==> src/rtl/pc_fetch_if.sv <==
// Handshake bundle between the PC stage, instruction memory and decode.
// The fetch stage uses the master modport; the surrounding environment uses the slave modport.
interface pc_fetch_if #(
    parameter int unsigned ADDR_W = 32,
    parameter int unsigned DATA_W = 32
);
    logic [ADDR_W-1:0] pc_addr;
    logic              pc_valid;
    logic              pc_ready;
    logic              flush;
    logic              imem_req;
    logic [ADDR_W-1:0] imem_addr;
    logic              imem_gnt;
    logic              imem_rvalid;
    logic [DATA_W-1:0] imem_rdata;
    logic              inst_valid;
    logic [DATA_W-1:0] inst;
    logic [ADDR_W-1:0] inst_pc;
    logic              inst_ready;

    modport master (
        input  pc_addr, pc_valid, flush, imem_gnt, imem_rvalid, imem_rdata, inst_ready,
        output pc_ready, imem_req, imem_addr, inst_valid, inst, inst_pc
    );

    modport slave (
        output pc_addr, pc_valid, flush, imem_gnt, imem_rvalid, imem_rdata, inst_ready,
        input  pc_ready, imem_req, imem_addr, inst_valid, inst, inst_pc
    );
endinterface

==> src/rtl/pc_fetch.sv <==
// Instruction fetch stage: issues PC addresses to memory, tracks outstanding requests and
// buffers returned instructions with their PC in an in-order queue for decode.
module pc_fetch #(
    parameter int unsigned ADDR_W = 32,
    parameter int unsigned DATA_W = 32,
    parameter int unsigned DEPTH  = 2,
    parameter int unsigned CNT_W  = $clog2(DEPTH + 1)
) (
    input logic       clk,
    input logic       rst_n,
    pc_fetch_if.master bus
);
    localparam int unsigned PTR_W = (DEPTH > 1) ? $clog2(DEPTH) : 1;
    localparam int unsigned SUM_W = CNT_W + 2;

    logic [ADDR_W-1:0] afifo  [DEPTH];
    logic [ADDR_W-1:0] q_pc   [DEPTH];
    logic [DATA_W-1:0] q_inst [DEPTH];
    logic [PTR_W-1:0]  a_wr, a_rd, q_wr, q_rd;
    logic [CNT_W-1:0]  out_cnt, q_cnt, drop_cnt;

    logic             pop, credit, req, issue, resp_drop, resp_keep;
    logic [SUM_W-1:0] used, flush_sum;

    function automatic logic [PTR_W-1:0] inc(input logic [PTR_W-1:0] p);
        return (p == PTR_W'(DEPTH - 1)) ? '0 : p + PTR_W'(1);
    endfunction

    // Credit counts a same-cycle pop so the slot freed by decode can be refilled at once.
    always_comb begin
        pop       = (q_cnt != '0) & bus.inst_ready;
        used      = SUM_W'(out_cnt) + SUM_W'(q_cnt) + SUM_W'(drop_cnt) - SUM_W'(pop);
        credit    = used < SUM_W'(DEPTH);
        req       = rst_n & bus.pc_valid & credit & ~bus.flush;
        issue     = req & bus.imem_gnt;
        resp_drop = bus.imem_rvalid & ~bus.flush & (drop_cnt != '0);
        resp_keep = bus.imem_rvalid & ~bus.flush & (drop_cnt == '0) & (out_cnt != '0);
        flush_sum = SUM_W'(drop_cnt) + SUM_W'(out_cnt)
                  - SUM_W'(bus.imem_rvalid & ((drop_cnt != '0) | (out_cnt != '0)));
    end

    assign bus.imem_req   = req;
    assign bus.imem_addr  = bus.pc_addr;
    assign bus.pc_ready   = issue;
    assign bus.inst_valid = (q_cnt != '0);
    assign bus.inst       = q_inst[q_rd];
    assign bus.inst_pc    = q_pc[q_rd];

    always_ff @(posedge clk or negedge rst_n) begin
        if (!rst_n) begin
            a_wr     <= '0;
            a_rd     <= '0;
            q_wr     <= '0;
            q_rd     <= '0;
            out_cnt  <= '0;
            q_cnt    <= '0;
            drop_cnt <= '0;
            for (int unsigned i = 0; i < DEPTH; i++) begin
                afifo[i]  <= '0;
                q_pc[i]   <= '0;
                q_inst[i] <= '0;
            end
        end else if (bus.flush) begin
            // Everything in flight becomes a pending discard; a response this cycle retires one.
            a_wr     <= '0;
            a_rd     <= '0;
            q_wr     <= '0;
            q_rd     <= '0;
            q_cnt    <= '0;
            out_cnt  <= '0;
            drop_cnt <= CNT_W'(flush_sum);
        end else begin
            if (issue) begin
                afifo[a_wr] <= bus.pc_addr;
                a_wr        <= inc(a_wr);
            end
            if (resp_keep) begin
                q_pc[q_wr]   <= afifo[a_rd];
                q_inst[q_wr] <= bus.imem_rdata;
                q_wr         <= inc(q_wr);
                a_rd         <= inc(a_rd);
            end
            if (pop) begin
                q_rd <= inc(q_rd);
            end
            if (resp_drop) begin
                drop_cnt <= drop_cnt - CNT_W'(1);
            end
            out_cnt <= out_cnt + CNT_W'(issue) - CNT_W'(resp_keep);
            q_cnt   <= q_cnt + CNT_W'(resp_keep) - CNT_W'(pop);
        end
    end
endmodule
==> src/flat_wrapper.sv <==
// flat-port wrapper written by rule: the top's interface ports become plain ports
module pc_fetch_flat 
#(
    parameter int unsigned ADDR_W = 32,
    parameter int unsigned DATA_W = 32,
    parameter int unsigned DEPTH  = 2,
    parameter int unsigned CNT_W  = $clog2(DEPTH + 1)
)
  (clk, rst_n, bus_pc_addr, bus_pc_valid, bus_flush, bus_imem_gnt, bus_imem_rvalid, bus_imem_rdata, bus_inst_ready, bus_pc_ready, bus_imem_req, bus_imem_addr, bus_inst_valid, bus_inst, bus_inst_pc);
  pc_fetch_if #(.ADDR_W(ADDR_W), .DATA_W(DATA_W)) bus_i ();
  input logic clk;
  input logic rst_n;
  input wire logic [$bits(bus_i.pc_addr)-1:0] bus_pc_addr;
  input wire logic [$bits(bus_i.pc_valid)-1:0] bus_pc_valid;
  input wire logic [$bits(bus_i.flush)-1:0] bus_flush;
  input wire logic [$bits(bus_i.imem_gnt)-1:0] bus_imem_gnt;
  input wire logic [$bits(bus_i.imem_rvalid)-1:0] bus_imem_rvalid;
  input wire logic [$bits(bus_i.imem_rdata)-1:0] bus_imem_rdata;
  input wire logic [$bits(bus_i.inst_ready)-1:0] bus_inst_ready;
  output wire logic [$bits(bus_i.pc_ready)-1:0] bus_pc_ready;
  output wire logic [$bits(bus_i.imem_req)-1:0] bus_imem_req;
  output wire logic [$bits(bus_i.imem_addr)-1:0] bus_imem_addr;
  output wire logic [$bits(bus_i.inst_valid)-1:0] bus_inst_valid;
  output wire logic [$bits(bus_i.inst)-1:0] bus_inst;
  output wire logic [$bits(bus_i.inst_pc)-1:0] bus_inst_pc;
  assign bus_i.pc_addr = bus_pc_addr;
  assign bus_i.pc_valid = bus_pc_valid;
  assign bus_i.flush = bus_flush;
  assign bus_i.imem_gnt = bus_imem_gnt;
  assign bus_i.imem_rvalid = bus_imem_rvalid;
  assign bus_i.imem_rdata = bus_imem_rdata;
  assign bus_i.inst_ready = bus_inst_ready;
  assign bus_pc_ready = bus_i.pc_ready;
  assign bus_imem_req = bus_i.imem_req;
  assign bus_imem_addr = bus_i.imem_addr;
  assign bus_inst_valid = bus_i.inst_valid;
  assign bus_inst = bus_i.inst;
  assign bus_inst_pc = bus_i.inst_pc;
  pc_fetch #(.ADDR_W(ADDR_W), .DATA_W(DATA_W), .DEPTH(DEPTH), .CNT_W(CNT_W)) u_core (.clk(clk), .rst_n(rst_n), .bus(bus_i));
endmodule
==> config.mk <==
export PLATFORM = sky130hd
export DESIGN_NAME = pc_fetch_flat
export DESIGN_NICKNAME = d
export VERILOG_FILES = /design/src/rtl/pc_fetch_if.sv /design/src/rtl/pc_fetch.sv /design/src/flat_wrapper.sv
export SDC_FILE = /design/constraint.sdc
export NUM_CORES = 1
export LEC_CHECK = 0
export ABC_AREA = 1
export BUFFER_PORTS_ARGS = -buffer_cell sky130_fd_sc_hd__buf_4
export CAP_MARGIN = 20
export CORE_MARGIN = 2
export CORE_UTILIZATION = 29
export DETAILED_ROUTE_END_ITERATION = 7
export SYNTH_ARGS = -nofsm -noshare
export SYNTH_HDL_FRONTEND = slang
export SYNTH_SLANG_ARGS = --single-unit
==> constraint.sdc <==
create_clock -name clk -period 7.76 [get_ports clk]
set_input_delay 1.552 -clock clk [delete_from_list [all_inputs] [get_ports clk]]
set_output_delay 1.552 -clock clk [all_outputs]
set_load 0.02 [all_outputs]
# == Yosys cells after proc, flatten, opt, wreduce, memory -nomap -nowiden ==
# Index checks and enable logic that the tools add are counted.
# totals
regBits,202
out_inout_bits,99
elab_cells,94
# op_classes
n_addsub,14
order_cmp,7
mux,32
bitwise,16
reduce_logical,12
# op_table
operator,n
2-to-1 mux 32 bit,11
bitwise mux 64 bit,3
demux 32 bit (select 1 bit),2
nonzero test 2 bit,7
2-to-1 mux 1 bit,12
AND 1 bit,9
"greater-or-equal comparator 2 bit, second input constant",4
2-to-1 mux 2 bit,4
NOT 1 -> 2 bit,4
"adder 1 bit, second input constant",4
adder 2 x 1 -> 2 bit,2
adder 4 x 2 -> 4 bit,1
"< comparator 2 x 1 -> 1 bit, second input constant",2
"< comparator 4 x 2 -> 1 bit, second input constant",1
AND reduction 2 bit,2
subtractor 2 x 1 -> 2 bit,2
subtractor 4 x 1 -> 4 bit,1
adder 2 x 2 -> 3 bit,1
adder 2 bit,1
AND 1 x 2 -> 2 bit,1
logical AND 1 bit,2
logical NOT 2 bit,1
"subtractor 2 x 1 -> 2 bit, second input constant",1
subtractor 2 bit,1
other kinds (2),2

# == Logic depth before layout (Yosys ltp) ==
# depth
word_depth,10
depth_mapped,20

# == Worst setup path before layout ==
# Ideal clock, no wire load.
# synth_path
path_kind,input to output
start,input port bus_inst_ready
end,output port bus_pc_ready
t_arrival_ns,3.093
slack_ns,3.115
cell_stages,10
path_buffers,1
cell_sequence,o21ai_1 nand2_1 nand2_1 nand2_1 fa_1 nand4_1 nor2_2 nand3_2 nor2_4 buf_2
# synth_via
elab_chain_cells,6
# synth_rtl
element,line,source
start: declaration,flat_wrapper.sv:19,input wire logic [$bits(bus_i.inst_ready)-1:0] bus_inst_ready;
AND 1 bit,pc_fetch.sv:31,pop = (q_cnt != '0) & bus.inst_ready;
subtractor 4 x 1 -> 4 bit,pc_fetch.sv:32,used = SUM_W'(out_cnt) + SUM_W'(q_cnt) + SUM_W'(drop_cnt) - SUM_W'(pop);
< comparator 4 x 2 -> 1 bit,pc_fetch.sv:33,credit = used < SUM_W'(DEPTH);
AND 1 bit (2 in series),pc_fetch.sv:34,req = rst_n & bus.pc_valid & credit & ~bus.flush;
AND 1 bit,pc_fetch.sv:35,issue = req & bus.imem_gnt;
end: declaration,flat_wrapper.sv:20,output wire logic [$bits(bus_i.pc_ready)-1:0] bus_pc_ready;
# No other way between the ends.

# == Worst setup path in the final report ==
# Ends and elaborated chain as after synthesis.

==> impl_metrics.toml <==
[route]
antenna_left = 0
drtIter0Drc = 480
first_pass_iters = 4
via_per_inst = 4.592
via_count = 7637
postRouteWirelength_mm = 24.05
drc = 0
wire_per_inst_um = 14.46

[cts]
path_clk_slew_ps = 50
cts_tree = "done"
cts.repair.resized = 0
holdBufCountCts = 0
numCtsBuffers = 25
clk_path_buf_depth = 3
cts_setup_buffers = 0
clock_tree.root_cell = "clkbuf_16"
htreeDepth = 1
clock_latency_ps = 510
cts_sinks = 202

[synthesis]
synthTopCellsByArea = "dfrtp_1 (54%), nand2_1 (17%), a31oi_1 (4.3%)"
netlist.area_leader.share_pct = 53.87
netlist_area_um2 = 9384
synth_seq_cells = 202
yosysSeqAreaShare_pct = 53.87
synth_cell_types = 27
synth_nets = 1221
synth-main-ff-cell = "dfrtp_1"
synthTopCellsByCount = "nand2_1 (418), dfrtp_1 (202), inv_1 (77)"
yosysWarnings = 0
async_reset_ff_share_pct = 100.0
synth_most_common_cell = "nand2_1"
synth-edff-count = 0
yosys.area.top_type = "dfrtp_1"
synth.avg_cell_area_um2 = 8.253
synthCells = 1137

[place]
numPortBuffers = 169
dp_hpwl_mm = 14.83
gp_congestion = 0.7663

[global_routing]
grt-ovfl-total = 0
grt_pass1_vias = 7280
grt_usage_pct = 14.21
antenna_found_initial = 1
grt_max_degree = 90
grt_pass1_wl_mm = 38.76

[outcome]
outcome = "finished clean"

[timing]
skew_ps = 11.22
rsz0062_at_grt = "false"
drv_slew = 0
worst_pin_slew_ps = 1057
timing.final.crit_share_pct = 61.90
slew_headroom_pct = 29.56
finalHoldViolCount = 0
tns_ps = 0
max_freq_ghz = 0.2082
timing.final.crit_period_ps = 4803
finalSetupViolCount = 0

[final_layout]
fillers = 3331
layout.nets = 1328
diodes = 0
final-seq-area_um2 = 5060
layout-drive-gt1-share_pct = 19.03
area_growth_pct = 23.41
multi_input_area_um2 = 3435
fin_util_pct = 36.51

[die]
die_area_um2 = 33810
dieWidth_um = 183.9
ioPinCount = 170
fp-row-count = 65
initial_core_util_pct = 29.59
core-area_um2 = 31720
die_y_um = 183.9

[setup_path]
critPathTopFamily = "simple AND/OR/NAND/NOR gates"
critPathCaptureType = "primary output"
crit_top_cell = "nand2_1"
critPathMaxStageDelay_ps = 480
rr_endpoint = "u_core.out_cnt[1]$_DFF_PN0_"
reg2regPathDepth = 16
slowest_stage = "fa_1"
path_max_fanout = 4
cp.arrival_ps = 3250
regToRegSetupSlack_ps = 3730
cp.required_ps = 6210
cp_num_buf_inv = 2
worst_setup_path_start_kind = "input port"
path_class = "input port to primary output"
worstReg2RegStart = "u_core.q_cnt[0]$_DFF_PN0_"
crit_chain = "buf_4 -> o21ai_1 -> nand2_1 -> nand2_1 -> nand2_1 -> fa_1 -> nand4_1 -> nor2_2 -> nand3_2 -> nor2_4 -> buf_4"

[power_and_ir_drop]
power.leakage_uw = 0.005937
power_density_nw_per_um2 = 320.3
peakVddDrop_mv = 0.1379

[flow_run]
drv_cap = 0

[hold_path]
hp-start = "u_core.q_inst[22]$_DFFE_PN0P_"
hold_end = "u_core.q_inst[22]$_DFFE_PN0P_"
holdPathStages = 2
hold_class = "flop to flop"
-- worst register-to-register path: cells and delay by family, from the launching register on --
kind                     cells  cell delay (ps)
AND/OR/NAND/NOR              5              600
XOR/XNOR                     1              150
flip-flops                   1              410
buffers and inverters        4              780
adder cells (fa/ha/maj)      6             1970
-- worst max path at each step --
stage | depth (start not counted) | start | slack, ps | to
6_report | 11 | bus_inst_ready | 2960 | bus_pc_ready
5_1_grt | 11 | bus_inst_ready | 2780 | bus_pc_ready
4_1_cts | 11 | bus_inst_ready | 2950 | bus_pc_ready
3_5_place_dp | 11 | bus_inst_ready | 2950 | bus_pc_ready
3_3_place_gp | 11 | bus_inst_ready | 2990 | bus_pc_ready
2_1_floorplan | 10 | bus_inst_ready | 3110 | bus_pc_ready
-- power by group --
group          switching (uW)  internal, uW
Sequential                155          1270
Clock                     436           765
Combinational             646           438
-- sequential cells by signal (all words and copies together) (netlist names), 2 cells and up --
signal / count
u_core.q_inst: 64
u_core.out_cnt: 2
u_core.q_pc: 64
u_core.drop_cnt: 2
u_core.afifo: 64
u_core.q_cnt: 2
-- kinds of logic (layout without fill, tap and decap cells) --
kind of cell / Yosys count / count (layout) / synth area share, %
AO/OA/AOI/OAI: 163 / 163 / 9.547
adder cells (fa/ha/maj): 13 / 13 / 1.893
buffers and inverters: 185 / 309 / 9.533
AND/OR/NAND/NOR: 566 / 566 / 24.41
XOR/XNOR: 8 / 8 / 0.7467
flip-flops: 202 / 202 / 53.87
-- layout make-up --
cell class                      instances  area share (%)
Inverter                               85           2.755
Clock inverter                          7           1.005
Clock buffer                           37           6.482
Multi-Input combinational cell        750           29.66
Timing Repair Buffer                  180           12.07
Sequential cell                       202           43.69
Tap cell                              402           4.343
-- cells in the final DEF (no fill, tap or decap), types with 5 or more instances in the layout --
cell type	instances
inv_2	7
inv_1	77
nand3_1	66
clkbuf_16	25
a31oi_1	64
clkbuf_8	9
nor2_1	69
dfrtp_1	200
o21ai_1	53
buf_4	177
o21ai_0	44
nand2_1	418
ha_1	11
xnor2_1	5
-- stage by stage --
stage	worst slack (ps)	instance area, um2	hold WS [ps]	std cells	total power (uW)
floorplan	3115	9384	442.2	1137	2090
global placement	2988	10660	455.2	1617	2516
detailed placement	2955	10660	461.7	1617	2540
CTS	2948	11530	474.9	1661	3760
global route	2781	11580	494.5	1663	3960
finish	2957	11580	474.7	1663	3710
-- metal layers --
layer  routed length (um)  track usage [%]
met3                 1197            2.417
met2                11180            23.79
met4                  356            3.104
met1                11300            19.29
met5                   16                0
(Power assumes the default switching activity.)
